[src/rtl/avalon_mon_pkg.sv]
// rtl/avalon_mon_pkg.sv - shared types and helpers for the Avalon-MM protocol monitor
package avalon_mon_pkg;

    typedef enum logic [2:0] {
        MODE_BASIC      = 3'd0,
        MODE_FIXED_WAIT = 3'd1,
        MODE_PIPE_FIXED = 3'd2,
        MODE_PIPE_VAR   = 3'd3,
        MODE_BURST      = 3'd4
    } avmon_mode_e;

    typedef enum logic [3:0] {
        ERR_NONE         = 4'd0,
        ERR_RW_BOTH      = 4'd1,
        ERR_UNSTABLE     = 4'd2,
        ERR_SPURIOUS_RDV = 4'd3,
        ERR_OVERFLOW     = 4'd4,
        ERR_LATENCY      = 4'd5,
        ERR_BURST_ZERO   = 4'd6,
        ERR_BURST_BEGIN  = 4'd7,
        ERR_TIMEOUT      = 4'd8
    } avmon_err_e;

    typedef enum logic [1:0] {
        IDLE     = 2'd0,
        HOLD     = 2'd1,
        WR_BURST = 2'd2
    } avmon_state_e;

    localparam int NUM_ERR = 9;

    // Lowest-numbered set bit wins when several rules break in one cycle.
    function automatic avmon_err_e first_err(input logic [NUM_ERR-1:0] vec);
        first_err = ERR_NONE;
        for (int i = NUM_ERR - 1; i >= 1; i--) begin
            if (vec[i]) first_err = avmon_err_e'(i);
        end
    endfunction

endpackage

[src/rtl/avalon_mon_rd_tracker.sv]
// rtl/avalon_mon_rd_tracker.sv - read-latency shift register, outstanding-beat counter and timeout
module avalon_mon_rd_tracker
    import avalon_mon_pkg::*;
#(
    parameter int AVALONMODE = 0,
    parameter int FIXEDDELAY = 2,
    parameter int MAXPEND    = 8,
    parameter int TIMEOUT    = 256,
    parameter int OUTW       = 4
) (
    input  logic            clk,
    input  logic            rst,
    input  logic            acc_read,
    input  logic [7:0]      acc_beats,
    input  logic            rdv,
    output logic [OUTW-1:0] outstanding,
    output logic            beat_done,
    output logic            err_spurious,
    output logic            err_overflow,
    output logic            err_latency,
    output logic            err_timeout
);
    localparam bit IS_FIX = (AVALONMODE == int'(MODE_PIPE_FIXED));
    localparam bit IS_VAR = (AVALONMODE == int'(MODE_PIPE_VAR)) || (AVALONMODE == int'(MODE_BURST));
    localparam int SRW    = (FIXEDDELAY < 1) ? 1 : FIXEDDELAY;
    localparam int TOW    = $clog2(TIMEOUT + 1);
    localparam int CW     = OUTW + 9;

    logic [SRW-1:0]  sr_q, sr_d;
    logic [OUTW-1:0] out_q, out_d;
    logic [TOW-1:0]  to_q, to_d;
    logic            tap, dec;
    logic [CW-1:0]   sum;

    // Mode 2 compares rdv against the delayed accept; modes 3/4 net accepts against returns.
    always_comb begin
        sr_d         = '0;
        out_d        = '0;
        to_d         = '0;
        tap          = sr_q[SRW-1];
        dec          = 1'b0;
        sum          = '0;
        beat_done    = 1'b0;
        err_spurious = 1'b0;
        err_overflow = 1'b0;
        err_latency  = 1'b0;
        err_timeout  = 1'b0;
        if (IS_FIX || IS_VAR) begin
            if (IS_FIX) begin
                sr_d        = (sr_q << 1) | SRW'(acc_read);
                dec         = tap && (out_q != '0);
                err_latency = (rdv != tap);
                beat_done   = rdv;
            end else begin
                dec          = rdv && (out_q != '0);
                err_spurious = rdv && (out_q == '0);
                beat_done    = dec;
            end
            sum = CW'(out_q) + (acc_read ? CW'(acc_beats) : CW'(0)) - CW'(dec);
            if (sum > CW'(MAXPEND)) begin
                out_d        = OUTW'(MAXPEND);
                err_overflow = IS_VAR;
            end else begin
                out_d = sum[OUTW-1:0];
            end
            // Any return or an empty queue restarts the wait; firing rearms the counter.
            if ((out_q == '0) || rdv) begin
                to_d = '0;
            end else if (to_q == TOW'(TIMEOUT - 1)) begin
                to_d        = '0;
                err_timeout = 1'b1;
            end else begin
                to_d = to_q + TOW'(1);
            end
        end
    end

    // Tracker state registers.
    always_ff @(posedge clk or posedge rst) begin
        if (rst) begin
            sr_q  <= '0;
            out_q <= '0;
            to_q  <= '0;
        end else begin
            sr_q  <= sr_d;
            out_q <= out_d;
            to_q  <= to_d;
        end
    end

    assign outstanding = out_q;

endmodule

[src/rtl/avalon_protocol_monitor.sv]
// rtl/avalon_protocol_monitor.sv - passive Avalon-MM slave-side protocol checker (optional AVMON_ERR_LOG_EN first-error log)
module avalon_protocol_monitor
    import avalon_mon_pkg::*;
#(
    parameter int AVALONMODE  = 0,
    parameter int NBDATABYTES = 2,
    parameter int NBADDRBITS  = 8,
    parameter int WRITEDELAY  = 2,
    parameter int READDELAY   = 1,
    parameter int FIXEDDELAY  = 2,
    parameter int MAXPEND     = 8,
    parameter int TIMEOUT     = 256,
    localparam int DATAW      = 8 * NBDATABYTES,
    localparam int OUTW       = $clog2(MAXPEND + 1)
) (
    input  logic                   clk,
    input  logic                   rst,
    input  logic [NBADDRBITS-1:0]  address,
    input  logic [NBDATABYTES-1:0] byteenable,
    input  logic [DATAW-1:0]       readdata,
    input  logic [DATAW-1:0]       writedata,
    input  logic                   read,
    input  logic                   write,
    input  logic                   waitrequest,
    input  logic                   readdatavalid,
    input  logic [7:0]             burstcount,
    input  logic                   beginbursttransfer,
    output logic                   err_valid,
    output logic [3:0]             err_code,
    output logic [NUM_ERR-1:0]     err_sticky,
    output logic [OUTW-1:0]        outstanding,
    output logic [15:0]            rd_beats
`ifdef AVMON_ERR_LOG_EN
    ,
    output logic [3:0]             err_first_code,
    output logic [NBADDRBITS-1:0]  err_first_addr,
    output logic [31:0]            err_first_cycle
`endif
);
    localparam bit IS_M1   = (AVALONMODE == int'(MODE_FIXED_WAIT));
    localparam bit IS_M4   = (AVALONMODE == int'(MODE_BURST));
    localparam bit IS_PIPE = (AVALONMODE >= int'(MODE_PIPE_FIXED));
    localparam logic [7:0] RD_LEN = 8'(READDELAY + 1);
    localparam logic [7:0] WR_LEN = 8'(WRITEDELAY + 1);

    logic cmd;
    logic unused_rdata;
    assign cmd          = read | write;
    assign unused_rdata = ^readdata;

    avmon_state_e          state_q, state_d;
    logic [7:0]            hold_cnt_q, hold_cnt_d, beat_cnt_q, beat_cnt_d, bc_q, bc_d;
    logic                  hold_rd_q, hold_rd_d, acc_prev_q, acc_prev_d;
    logic [NBADDRBITS-1:0] baddr_q, baddr_d;
    logic                  m1_done, m1_done_rd, m1_early, m1_late, burst_unstable;

    logic                   stall_q, stall_d, prev_read_q, prev_read_d, prev_write_q, prev_write_d;
    logic [NBADDRBITS-1:0]  prev_addr_q, prev_addr_d;
    logic [NBDATABYTES-1:0] prev_be_q, prev_be_d;
    logic [DATAW-1:0]       prev_wd_q, prev_wd_d;
    logic [7:0]             prev_bc_q, prev_bc_d;
    logic                   unstable, fields_changed, exp_bbt, acc_read;

    logic [NUM_ERR-1:0] err_vec, err_sticky_q, err_sticky_d;
    logic               err_valid_q, err_valid_d;
    avmon_err_e         err_code_q, err_code_d;
    logic [15:0]        rd_beats_q, rd_beats_d;
    logic               trk_beat_done, trk_spurious, trk_overflow, trk_latency, trk_timeout;

    // Mode 1 hold-window FSM and mode 4 write-burst FSM share one state register.
    always_comb begin
        state_d        = state_q;
        hold_cnt_d     = hold_cnt_q;
        hold_rd_d      = hold_rd_q;
        beat_cnt_d     = beat_cnt_q;
        bc_d           = bc_q;
        baddr_d        = baddr_q;
        acc_prev_d     = 1'b0;
        m1_done        = 1'b0;
        m1_done_rd     = 1'b0;
        m1_early       = 1'b0;
        m1_late        = 1'b0;
        burst_unstable = 1'b0;
        if (IS_M1) begin
            case (state_q)
                IDLE: begin
                    if (cmd && acc_prev_q) begin
                        m1_late = 1'b1;
                    end else if (cmd && ((read ? RD_LEN : WR_LEN) == 8'd1)) begin
                        m1_done    = 1'b1;
                        m1_done_rd = read;
                    end else if (cmd) begin
                        state_d    = HOLD;
                        hold_cnt_d = 8'd1;
                        hold_rd_d  = read;
                    end
                end
                HOLD: begin
                    if (hold_rd_q ? read : write) begin
                        hold_cnt_d = hold_cnt_q + 8'd1;
                        if ((hold_cnt_q + 8'd1) == (hold_rd_q ? RD_LEN : WR_LEN)) begin
                            m1_done    = 1'b1;
                            m1_done_rd = hold_rd_q;
                            state_d    = IDLE;
                        end
                    end else begin
                        m1_early = 1'b1;
                        state_d  = IDLE;
                    end
                end
                default: state_d = IDLE;
            endcase
            acc_prev_d = m1_done | m1_late;
        end else if (IS_M4) begin
            case (state_q)
                IDLE: begin
                    if (write && !waitrequest && (burstcount > 8'd1)) begin
                        state_d    = WR_BURST;
                        beat_cnt_d = 8'd1;
                        bc_d       = burstcount;
                        baddr_d    = address;
                    end
                end
                WR_BURST: begin
                    burst_unstable = read || (write && ((burstcount != bc_q) || (address != baddr_q)));
                    if (write && !waitrequest) begin
                        beat_cnt_d = beat_cnt_q + 8'd1;
                        if ((beat_cnt_q + 8'd1) == bc_q) state_d = IDLE;
                    end
                end
                default: state_d = IDLE;
            endcase
        end
    end

    // Per-cycle rule checks and the registered error/beat outputs they feed.
    always_comb begin
        acc_read     = IS_M1 ? m1_done_rd : (read && !waitrequest);
        stall_d      = IS_M1 ? (state_d == HOLD) : (cmd && waitrequest);
        prev_read_d  = read;
        prev_write_d = write;
        prev_addr_d  = address;
        prev_be_d    = byteenable;
        prev_wd_d    = writedata;
        prev_bc_d    = burstcount;

        fields_changed = (address != prev_addr_q) || (byteenable != prev_be_q) ||
                         (prev_write_q && (writedata != prev_wd_q)) ||
                         (IS_M4 && (burstcount != prev_bc_q));
        unstable = 1'b0;
        if (stall_q) begin
            unstable = IS_M1 ? (cmd && fields_changed)
                             : ((read != prev_read_q) || (write != prev_write_q) || fields_changed);
        end
        exp_bbt = cmd && !stall_q && (state_q == IDLE);

        err_vec                           = '0;
        err_vec[int'(ERR_RW_BOTH)]        = read && write;
        err_vec[int'(ERR_UNSTABLE)]       = unstable || burst_unstable;
        err_vec[int'(ERR_SPURIOUS_RDV)]   = trk_spurious;
        err_vec[int'(ERR_OVERFLOW)]       = trk_overflow;
        err_vec[int'(ERR_LATENCY)]        = m1_early || m1_late || trk_latency;
        err_vec[int'(ERR_BURST_ZERO)]     = IS_M4 && cmd && (burstcount == 8'd0);
        err_vec[int'(ERR_BURST_BEGIN)]    = IS_M4 && (beginbursttransfer != exp_bbt);
        err_vec[int'(ERR_TIMEOUT)]        = trk_timeout;

        err_valid_d  = |err_vec;
        err_code_d   = first_err(err_vec);
        err_sticky_d = err_sticky_q | err_vec;
        rd_beats_d   = rd_beats_q;
        if ((IS_PIPE ? trk_beat_done : acc_read) && (rd_beats_q != 16'hFFFF)) begin
            rd_beats_d = rd_beats_q + 16'd1;
        end
    end

    // Monitor state registers; reset silently discards anything in flight.
    always_ff @(posedge clk or posedge rst) begin
        if (rst) begin
            state_q      <= IDLE;
            hold_cnt_q   <= '0;
            hold_rd_q    <= 1'b0;
            acc_prev_q   <= 1'b0;
            beat_cnt_q   <= '0;
            bc_q         <= '0;
            baddr_q      <= '0;
            stall_q      <= 1'b0;
            prev_read_q  <= 1'b0;
            prev_write_q <= 1'b0;
            prev_addr_q  <= '0;
            prev_be_q    <= '0;
            prev_wd_q    <= '0;
            prev_bc_q    <= '0;
            err_valid_q  <= 1'b0;
            err_code_q   <= ERR_NONE;
            err_sticky_q <= '0;
            rd_beats_q   <= '0;
        end else begin
            state_q      <= state_d;
            hold_cnt_q   <= hold_cnt_d;
            hold_rd_q    <= hold_rd_d;
            acc_prev_q   <= acc_prev_d;
            beat_cnt_q   <= beat_cnt_d;
            bc_q         <= bc_d;
            baddr_q      <= baddr_d;
            stall_q      <= stall_d;
            prev_read_q  <= prev_read_d;
            prev_write_q <= prev_write_d;
            prev_addr_q  <= prev_addr_d;
            prev_be_q    <= prev_be_d;
            prev_wd_q    <= prev_wd_d;
            prev_bc_q    <= prev_bc_d;
            err_valid_q  <= err_valid_d;
            err_code_q   <= err_code_d;
            err_sticky_q <= err_sticky_d;
            rd_beats_q   <= rd_beats_d;
        end
    end

    avalon_mon_rd_tracker #(
        .AVALONMODE (AVALONMODE),
        .FIXEDDELAY (FIXEDDELAY),
        .MAXPEND    (MAXPEND),
        .TIMEOUT    (TIMEOUT),
        .OUTW       (OUTW)
    ) u_rd_tracker (
        .clk          (clk),
        .rst          (rst),
        .acc_read     (acc_read),
        .acc_beats    (IS_M4 ? burstcount : 8'd1),
        .rdv          (readdatavalid),
        .outstanding  (outstanding),
        .beat_done    (trk_beat_done),
        .err_spurious (trk_spurious),
        .err_overflow (trk_overflow),
        .err_latency  (trk_latency),
        .err_timeout  (trk_timeout)
    );

    assign err_valid  = err_valid_q;
    assign err_code   = err_code_q;
    assign err_sticky = err_sticky_q;
    assign rd_beats   = rd_beats_q;

`ifdef AVMON_ERR_LOG_EN
    logic [31:0]           cyc_q, cyc_d, first_cyc_q, first_cyc_d;
    logic                  first_seen_q, first_seen_d;
    logic [3:0]            first_code_q, first_code_d;
    logic [NBADDRBITS-1:0] first_addr_q, first_addr_d;

    // Capture the first violation of this reset epoch with its address and cycle stamp.
    always_comb begin
        cyc_d        = cyc_q + 32'd1;
        first_seen_d = first_seen_q;
        first_code_d = first_code_q;
        first_addr_d = first_addr_q;
        first_cyc_d  = first_cyc_q;
        if (!first_seen_q && (|err_vec)) begin
            first_seen_d = 1'b1;
            first_code_d = first_err(err_vec);
            first_addr_d = address;
            first_cyc_d  = cyc_q;
        end
    end

    // First-error log registers.
    always_ff @(posedge clk or posedge rst) begin
        if (rst) begin
            cyc_q        <= '0;
            first_seen_q <= 1'b0;
            first_code_q <= '0;
            first_addr_q <= '0;
            first_cyc_q  <= '0;
        end else begin
            cyc_q        <= cyc_d;
            first_seen_q <= first_seen_d;
            first_code_q <= first_code_d;
            first_addr_q <= first_addr_d;
            first_cyc_q  <= first_cyc_d;
        end
    end

    assign err_first_code  = first_code_q;
    assign err_first_addr  = first_addr_q;
    assign err_first_cycle = first_cyc_q;
`endif

endmodule

[config.mk]
export PLATFORM = sky130hd
export DESIGN_NAME = avalon_protocol_monitor
export DESIGN_NICKNAME = d
export VERILOG_FILES = /design/src/rtl/avalon_mon_pkg.sv /design/src/rtl/avalon_mon_rd_tracker.sv /design/src/rtl/avalon_protocol_monitor.sv
export SDC_FILE = /design/constraint.sdc
export NUM_CORES = 1
export LEC_CHECK = 0
export CAP_MARGIN = 10
export CORE_UTILIZATION = 46
export DETAILED_ROUTE_END_ITERATION = 12
export PLACE_DENSITY_LB_ADDON = 0.12
export REMOVE_ABC_BUFFERS = 1
export SLEW_MARGIN = 20
export SYNTH_ARGS = -nofsm -noshare
export SYNTH_HDL_FRONTEND = slang
export SYNTH_SLANG_ARGS = --single-unit
export TNS_END_PERCENT = 100
[constraint.sdc]
create_clock -name clk -period 4.4 [get_ports clk]
set_clock_uncertainty 0.1 [all_clocks]
set_input_delay 0.88 -clock clk [delete_from_list [all_inputs] [get_ports clk]]
set_output_delay 0.88 -clock clk [all_outputs]
set_load 0.05 [all_outputs]
==> reports/qor.yml, run 1 <==
initial_cell_density_of_the_core_pct: 47.5
synth_area_per_cell_um2: 12.8
die_height_um: 71.9
finalHoldViolCount: 0
r2r_end: "rd_beats[1]$_DFFE_PP0P_"
synth-warning-count: 0
die_w_um: 71.9
finalSetupViolations: 0
final-max-slew-violation-count: 0
wl_per_cell_um: 14.2
min_period_over_period_pct: 60.6
antenna_violations_before_repair: 0
cts_num_sinks: 50
cts_post_setup_buffers_inserted: 0
synth.cell_area_mm2: 0.00224
drcViolationCount: 0
endpoint_class_of_the_critical_path: "primary output"
hold_path_depth: 1
fin_crit_ns: 2.67
ant_nets: 0
routed_wl_mm: 4.25
post_route_utilization_pct: 61.0
fin_total_pwr_w: 0.00117
synth_cells: 176
crit_chain: "clkdlybuf4s50_1"
required_ns: 3.42
tritoncts: "yes"
mostFrequentLayoutCell: "clkdlybuf4s50_1"
nets: 289
globalRoute.totalOverflow: 0
outcome: "finished, final reports clean"
drt_iter0_drc: 80
min_path_type: "reg -> reg"
final_layout_size_suffix_gt1_share_pct: 8.62
clock.fmax_mhz: 375
critPathMaxFanout: 7
fin_setup_tns_ns: 0
cts_hold_repair.buffers: 0
max-cap-violations: 0
worst_slew_pin_slew_ns: 0.846
most-common-layout-cells: "51 x clkdlybuf4s50_1, 50 x dfrtp_1, 32 x xnor2_1, 13 x conb_1, 11 x xor2_1"
final_cell_count_no_fill: 299
viasPerCell: 4.84
element_type_at_the_critical_path_start: "flip-flop"
grt_pass1_vias: 1465
rsz0062_at_grt: "no"
core-area_mm2: 0.00472
worst_ir_drop_vdd_mv: 0.380
ios: 91
pin_count_of_the_biggest_net_entering_global_routing: 51
cts_h_tree_depth: 2
via_count: 1447
cp_slowest_cell: "clkdlybuf4s50_1"
grt_first_pass_wirelength_mm: 6.91
worst_hold_startpoint: "err_sticky[1]$_DFF_PP0_"
post_cts.resized_instances: 0
p_leak_nw: 1.20
cts_made_buffers: 5
ff2ff_setup_slack_ns: 2.75
slew_headroom_pct: 43.5
sum_of_net_half_perimeters_after_detailed_placement_mm: 3.14
finalWeightedCongestion: 0.762
timing.hold.worst_endpoint: "err_sticky[1]$_DFF_PP0_"
placement.io_buffers: 51
core.rowCount: 25
timing.critical_path.arrival_ns: 1.69
area_enclosed_by_the_die_boundary_mm2: 0.00516
reg2regPathDepth: 5
path_clk_slew_ns: 0.09
cpLargestDelayFamily: "buffers and inverters"
timing.critical_path.buf_inv: 1
yosys.cell_types.count: 36
areaGrowthSynthToFinish_pct: 28.3
cts_buffer_depth: 2
post_synthesis_sequential_area_ratio_pct: 55.7
drt_pass1_iterations: 4
cp_slowest_stage_delay_ns: 0.87
critical_path_class: "reg -> out"
regToRegStartpoint: "rd_beats[0]$_DFFE_PP0P_"
clkLatencyLatePin_ns: 0.29
cts_root_buf: "clkbuf_8"
placed_cells_incl_taps: 291
synth-seq-cells: 50
antenna_cells: 0
grt_util_overall_pct: 18.0
pwr_density_cell_mw_per_mm2: 407
[worst max-delay path by stage]
stage	startpoint	cells after the start	end	slack (ns)
CTS	rd_beats[2]$_DFFE_PP0P_	1	rd_beats[2]	1.71
global route	rd_beats[2]$_DFFE_PP0P_	1	rd_beats[2]	1.68
finish	rd_beats[2]$_DFFE_PP0P_	1	rd_beats[2]	1.73
floorplan	rst	1	err_code[0]$_DFF_PP0_	2.22
detailed placement	read	5	err_code[1]$_DFF_PP0_	1.68
global placement	read	5	rd_beats[13]$_DFFE_PP0P_	1.76
[state kept, by name, indices dropped and copies added (netlist names)]
name	cells
err_code	2
err_sticky	2
err_valid	1
prev_addr_q	8
prev_be_q	2
prev_read_q	1
prev_wd_q	16
prev_write_q	1
rd_beats	16
stall_q	1
[through the flow]
| stage | cell area [um^2] | hold WS [ns] | setup WS [ns] |
|---|---|---|---|
| CTS | 2880 | 0.403 | 1.71 |
| floorplan | 2170 | 0.456 | 2.22 |
| global placement | 2770 | 0.350 | 1.76 |
| detailed placement | 2770 | 0.379 | 1.68 |
| global route | 2880 | 0.424 | 1.68 |
| finish | 2880 | 0.397 | 1.73 |
[Yosys cell counts (all sizes together)]
| cell | instances | area share (%) |
|---|---|---|
| xnor2 | 32 | 12 |
| a21oi | 4 | 1.1 |
| and4 | 2 | 0.78 |
| and4b | 1 | 0.45 |
| nand2b | 3 | 0.84 |
| conb | 1 | 0.17 |
| xor2 | 11 | 4.3 |
| buf | 15 | 5.2 |
| o21ai | 1 | 0.22 |
| mux2 | 1 | 0.67 |
| nor3 | 3 | 0.89 |
| nor2 | 7 | 1.8 |
| and3 | 1 | 0.28 |
| nand3b | 1 | 0.33 |
| a221oi | 1 | 0.39 |
| a211oi | 2 | 0.89 |
| nor3b | 2 | 1.1 |
| nand4b | 1 | 0.39 |
| and3b | 1 | 0.39 |
| nand4 | 13 | 5.2 |
| dfrtp | 50 | 56 |
| nand3 | 9 | 2.0 |
| ha | 1 | 0.56 |
| o21a | 1 | 0.33 |
| nand2 | 4 | 0.67 |
| o311ai | 1 | 0.39 |
| nor4 | 5 | 2.1 |
| inv | 2 | 0.33 |
[metal layers]
| metal | vias up | GRT usage (%) | part of all wire, % |
|---|---|---|---|
| li1 | 697 | - | - |
| met1 | 693 | 21.9 | 43 |
| met2 | 50 | 30.8 | 52 |
| met3 | 7 | 4.22 | 3.9 |
| met4 | 0 | 7.19 | 1.0 |
| met5 | - | 0 | 0 |
[worst reg2reg max path, stage by stage, from the launching register on]
cell and delay [ns]:
dfrtp_1 0.42, ha_1 0.22, nand3_1 0.13, nor2_4 0.25, a21oi_2 0.12, mux2_4 0.31
[kinds of logic (layout without fill, tap and decap cells)]
group,count (synthesis),after routing,synth area share [%]
AOI/OAI and AO/OA,10,10,3.29
xor gates and xnor gates,43,43,16.8
adders and majority gates,1,1,0.557
buffers and inverters,17,61,5.52
DFF,50,50,55.7
muxes,1,1,0.669
other,1,13,0.167
and+or+nand+nor,53,53,17.3
[area by class of cell]
class | instances | area (um^2)
clock inverter | 2 | 37.5
clock buffer | 6 | 72.6
timing repair buffer | 51 | 510
inverter | 2 | 8.76
sequential | 50 | 1250
tap | 67 | 83.8
fill | 377 | 1840
multi-input combinational | 121 | 915
[report_power, final]
group          total (W)  internal (W)  switching (W)
clock           0.000313      0.000170       0.000143
sequential      0.000557      0.000500      0.0000565
combinational   0.000303      0.000115       0.000188
(Power assumes the default switching activity.)
==> run 2: changes to the inputs <==
--- a/config.mk
+++ b/config.mk
@@ -6,7 +6,7 @@
 export NUM_CORES = 1
 export LEC_CHECK = 0
 export CAP_MARGIN = 10
-export CORE_UTILIZATION = 46
+export CORE_UTILIZATION = 39
 export DETAILED_ROUTE_END_ITERATION = 12
 export PLACE_DENSITY_LB_ADDON = 0.12
 export REMOVE_ABC_BUFFERS = 1
==> constraint.sdc (replaced) <==
create_clock -name clk -period 2.2 [get_ports clk]
set_clock_uncertainty 0.1 [all_clocks]
set_input_delay 0.44 -clock clk [delete_from_list [all_inputs] [get_ports clk]]
set_output_delay 0.44 -clock clk [all_outputs]
set_load 0.05 [all_outputs]
==> reports/qor.yml, run 2 (synthesis results as in run 1) <==
cts_post_setup_buffers_inserted: 0  # unchanged
ff2ff_setup_slack_ns: 0.54  # was 2.75 ns
fin_setup_tns_ns: 0  # unchanged
critical_path_class: "reg -> out"  # unchanged
clock.fmax_mhz: 465
sequentialPowerShare_pct: 48.9  # was 47.5%
power.combinational.fraction_pct: 28.5  # was 25.8%
die_height_um: 77.9  # was 71.9 um
mostFrequentLayoutCell: "dfrtp_1"  # was clkdlybuf4s50_1
clkLatencyLatePin_ns: 0.29  # about the same
nets: 297  # was 289
crit_chain: "clkdlybuf4s50_1"  # unchanged
wl_per_cell_um: 12.9  # was 14.2 um
timing.critical_path.buf_inv: 1  # unchanged
worst_ir_drop_vdd_mv: 0.757  # was 0.380 mV
drt_iter0_drc: 38  # was 80
via_count: 1443  # was 1447
p_int_w: 0.00149  # was 0.000785 W
critPathMaxFanout: 5  # was 7
fill_cells: 516  # was 377
cts_root_buf: "clkbuf_8"  # unchanged
multiInputGateArea_um2: 915  # unchanged
globalRoute.totalOverflow: 0  # unchanged
final-seq-area_mm2: 0.00125  # unchanged
cts_num_sinks: 50  # unchanged
drt_pass1_iterations: 4  # unchanged
regToRegStartpoint: "rd_beats[0]$_DFFE_PP0P_"  # unchanged
cp_slowest_cell: "clkdlybuf4s50_1"  # unchanged
antenna_cells: 0  # unchanged
fin_crit_ns: 2.15
endpoint_class_of_the_critical_path: "primary output"  # unchanged
antenna_violations_before_repair: 0  # unchanged
r2r_end: "rd_beats[1]$_DFFE_PP0P_"  # unchanged
initial_cell_density_of_the_core_pct: 40.5  # was 47.5%
viasPerCell: 4.65  # was 4.84
reg2regPathDepth: 5  # unchanged
finalWeightedCongestion: 0.790  # was 0.762
finalHoldViolCount: 0  # unchanged
final-max-slew-violation-count: 0  # unchanged
die_w_um: 77.9  # was 71.9 um
tritoncts: "yes"  # unchanged
areaGrowthSynthToFinish_pct: 30.4  # was 28.3%
placement.io_buffers: 51  # unchanged
layout_setup_ws_ns: 0.0499  # was 1.73 ns
timing.critical_path.arrival_ns: 1.61  # was 1.69 ns
cpLargestDelayFamily: "buffers and inverters"  # unchanged
cts_h_tree_depth: 2  # unchanged
max-cap-violations: 0  # unchanged
cts_buffer_depth: 2  # unchanged
share_clk_of_total_power_pct: 22.6  # was 26.7%
required_ns: 1.66  # was 3.42 ns
core-area_mm2: 0.00554  # was 0.00472 mm^2
stdcell_area_mm2: 0.00293  # was 0.00288 mm^2
grt_first_pass_wirelength_mm: 7.02  # was 6.91 mm
drcViolationCount: 0  # unchanged
grt_util_overall_pct: 15.0  # was 18.0%
cts_made_buffers: 5  # unchanged
p_leak_nw: 1.28  # was 1.20 nW
grt_pass1_vias: 1473  # was 1465
post_route_utilization_pct: 52.8  # was 61.0%
area_enclosed_by_the_die_boundary_mm2: 0.00606  # was 0.00516 mm^2
final_layout_size_suffix_gt1_share_pct: 12.6  # was 8.62%
pwr_density_cell_mw_per_mm2: 763  # was 407 mW/mm^2
element_type_at_the_critical_path_start: "flip-flop"  # unchanged
min_period_over_period_pct: 97.7
worst_slew_pin_slew_ns: 0.505  # was 0.846 ns
min_path_type: "in -> async"  # was reg -> reg
finalSetupViolations: 0  # unchanged
placedInstanceArea_mm2: 0.00284  # was 0.00277 mm^2
routed_wl_mm: 3.98  # was 4.25 mm
outcome: "finished, final reports clean"  # unchanged
power_switching_share_pct: 33.3  # was 33.1%
sum_of_net_half_perimeters_after_detailed_placement_mm: 2.98  # was 3.14 mm
ios: 91  # unchanged
detailedPlace.worstSlack_ns: 0.139  # was 1.68 ns
path_clk_slew_ns: 0.08  # was 0.09 ns
cp_slowest_stage_delay_ns: 0.85  # was 0.87 ns
rsz0062_at_grt: "no"  # unchanged
core.rowCount: 27  # was 25
slew_headroom_pct: 66.3  # was 43.5%
ant_nets: 0  # unchanged
switchingPower_w: 0.000744  # was 0.000388 W
most-common-layout-cells: "50 x dfrtp_1, 46 x clkdlybuf4s50_1, 32 x xnor2_1, 13 x conb_1, 11 x xor2_1"  # was 51 x clkdlybuf4s50_1, 50 x dfrtp_1, 32 x xnor2_1, 13 x conb_1, 11 x xor2_1
pin_count_of_the_biggest_net_entering_global_routing: 17  # was 51
run 2: layout make-up:
cell class	instances	area share, %
clock buffers	6	2.82
inverters	2	0.257
multi-input cells	121	31.3
flip-flops and latches	50	42.8
well taps	72	3.08
repair buffers	59	19.8
run 2: worst max-delay path by stage:
stage | slack [ns] | cells after the start | from | endpoint
floorplan | 0.34 | 5 | rd_beats[0]$_DFFE_PP0P_ | rd_beats[1]$_DFFE_PP0P_
global route | 0.0004 | 1 | rd_beats[7]$_DFFE_PP0P_ | rd_beats[7]
global placement | 0.13 | 5 | read | rd_beats[9]$_DFFE_PP0P_
finish | 0.05 | 1 | rd_beats[4]$_DFFE_PP0P_ | rd_beats[4]
detailed placement | 0.14 | 5 | read | rd_beats[9]$_DFFE_PP0P_
CTS | 0.03 | 1 | rd_beats[14]$_DFFE_PP0P_ | rd_beats[14]
run 2: power by group through the flow:
stage	sequential (W)	clock, W	combinational, W
4_1_cts	0.00109	0.000533	0.000644
2_1_floorplan	0.00130	0	0.000200
3_5_place_dp	0.00111	0	0.000641
3_3_place_gp	0.00111	0	0.000638
6_report	0.00109	0.000505	0.000636
5_1_grt	0.00110	0.000573	0.000679
run 2: timing repair:
item	4_1_cts	5_1_grt
setup endpoints to repair	0	2
hold buffers	0	0
gates resized for setup	0	2
run 2: routing by layer:
metal	part of all wire [%]	up-vias	global-route usage, %
li1	-	701	-
met1	47	704	19.8
met2	48	34	23.2
met3	4.5	4	5.06
met4	0.85	0	4.53
met5	0	-	0
run 2: stage by stage:
step	total power [W]	hold slack, ns	std cells
2_1_floorplan	0.00150	0.371	173
5_1_grt	0.00236	0.346	310
3_3_place_gp	0.00175	0.377	304
3_5_place_dp	0.00175	0.361	304
6_report	0.00223	0.314	310
4_1_cts	0.00227	0.317	310
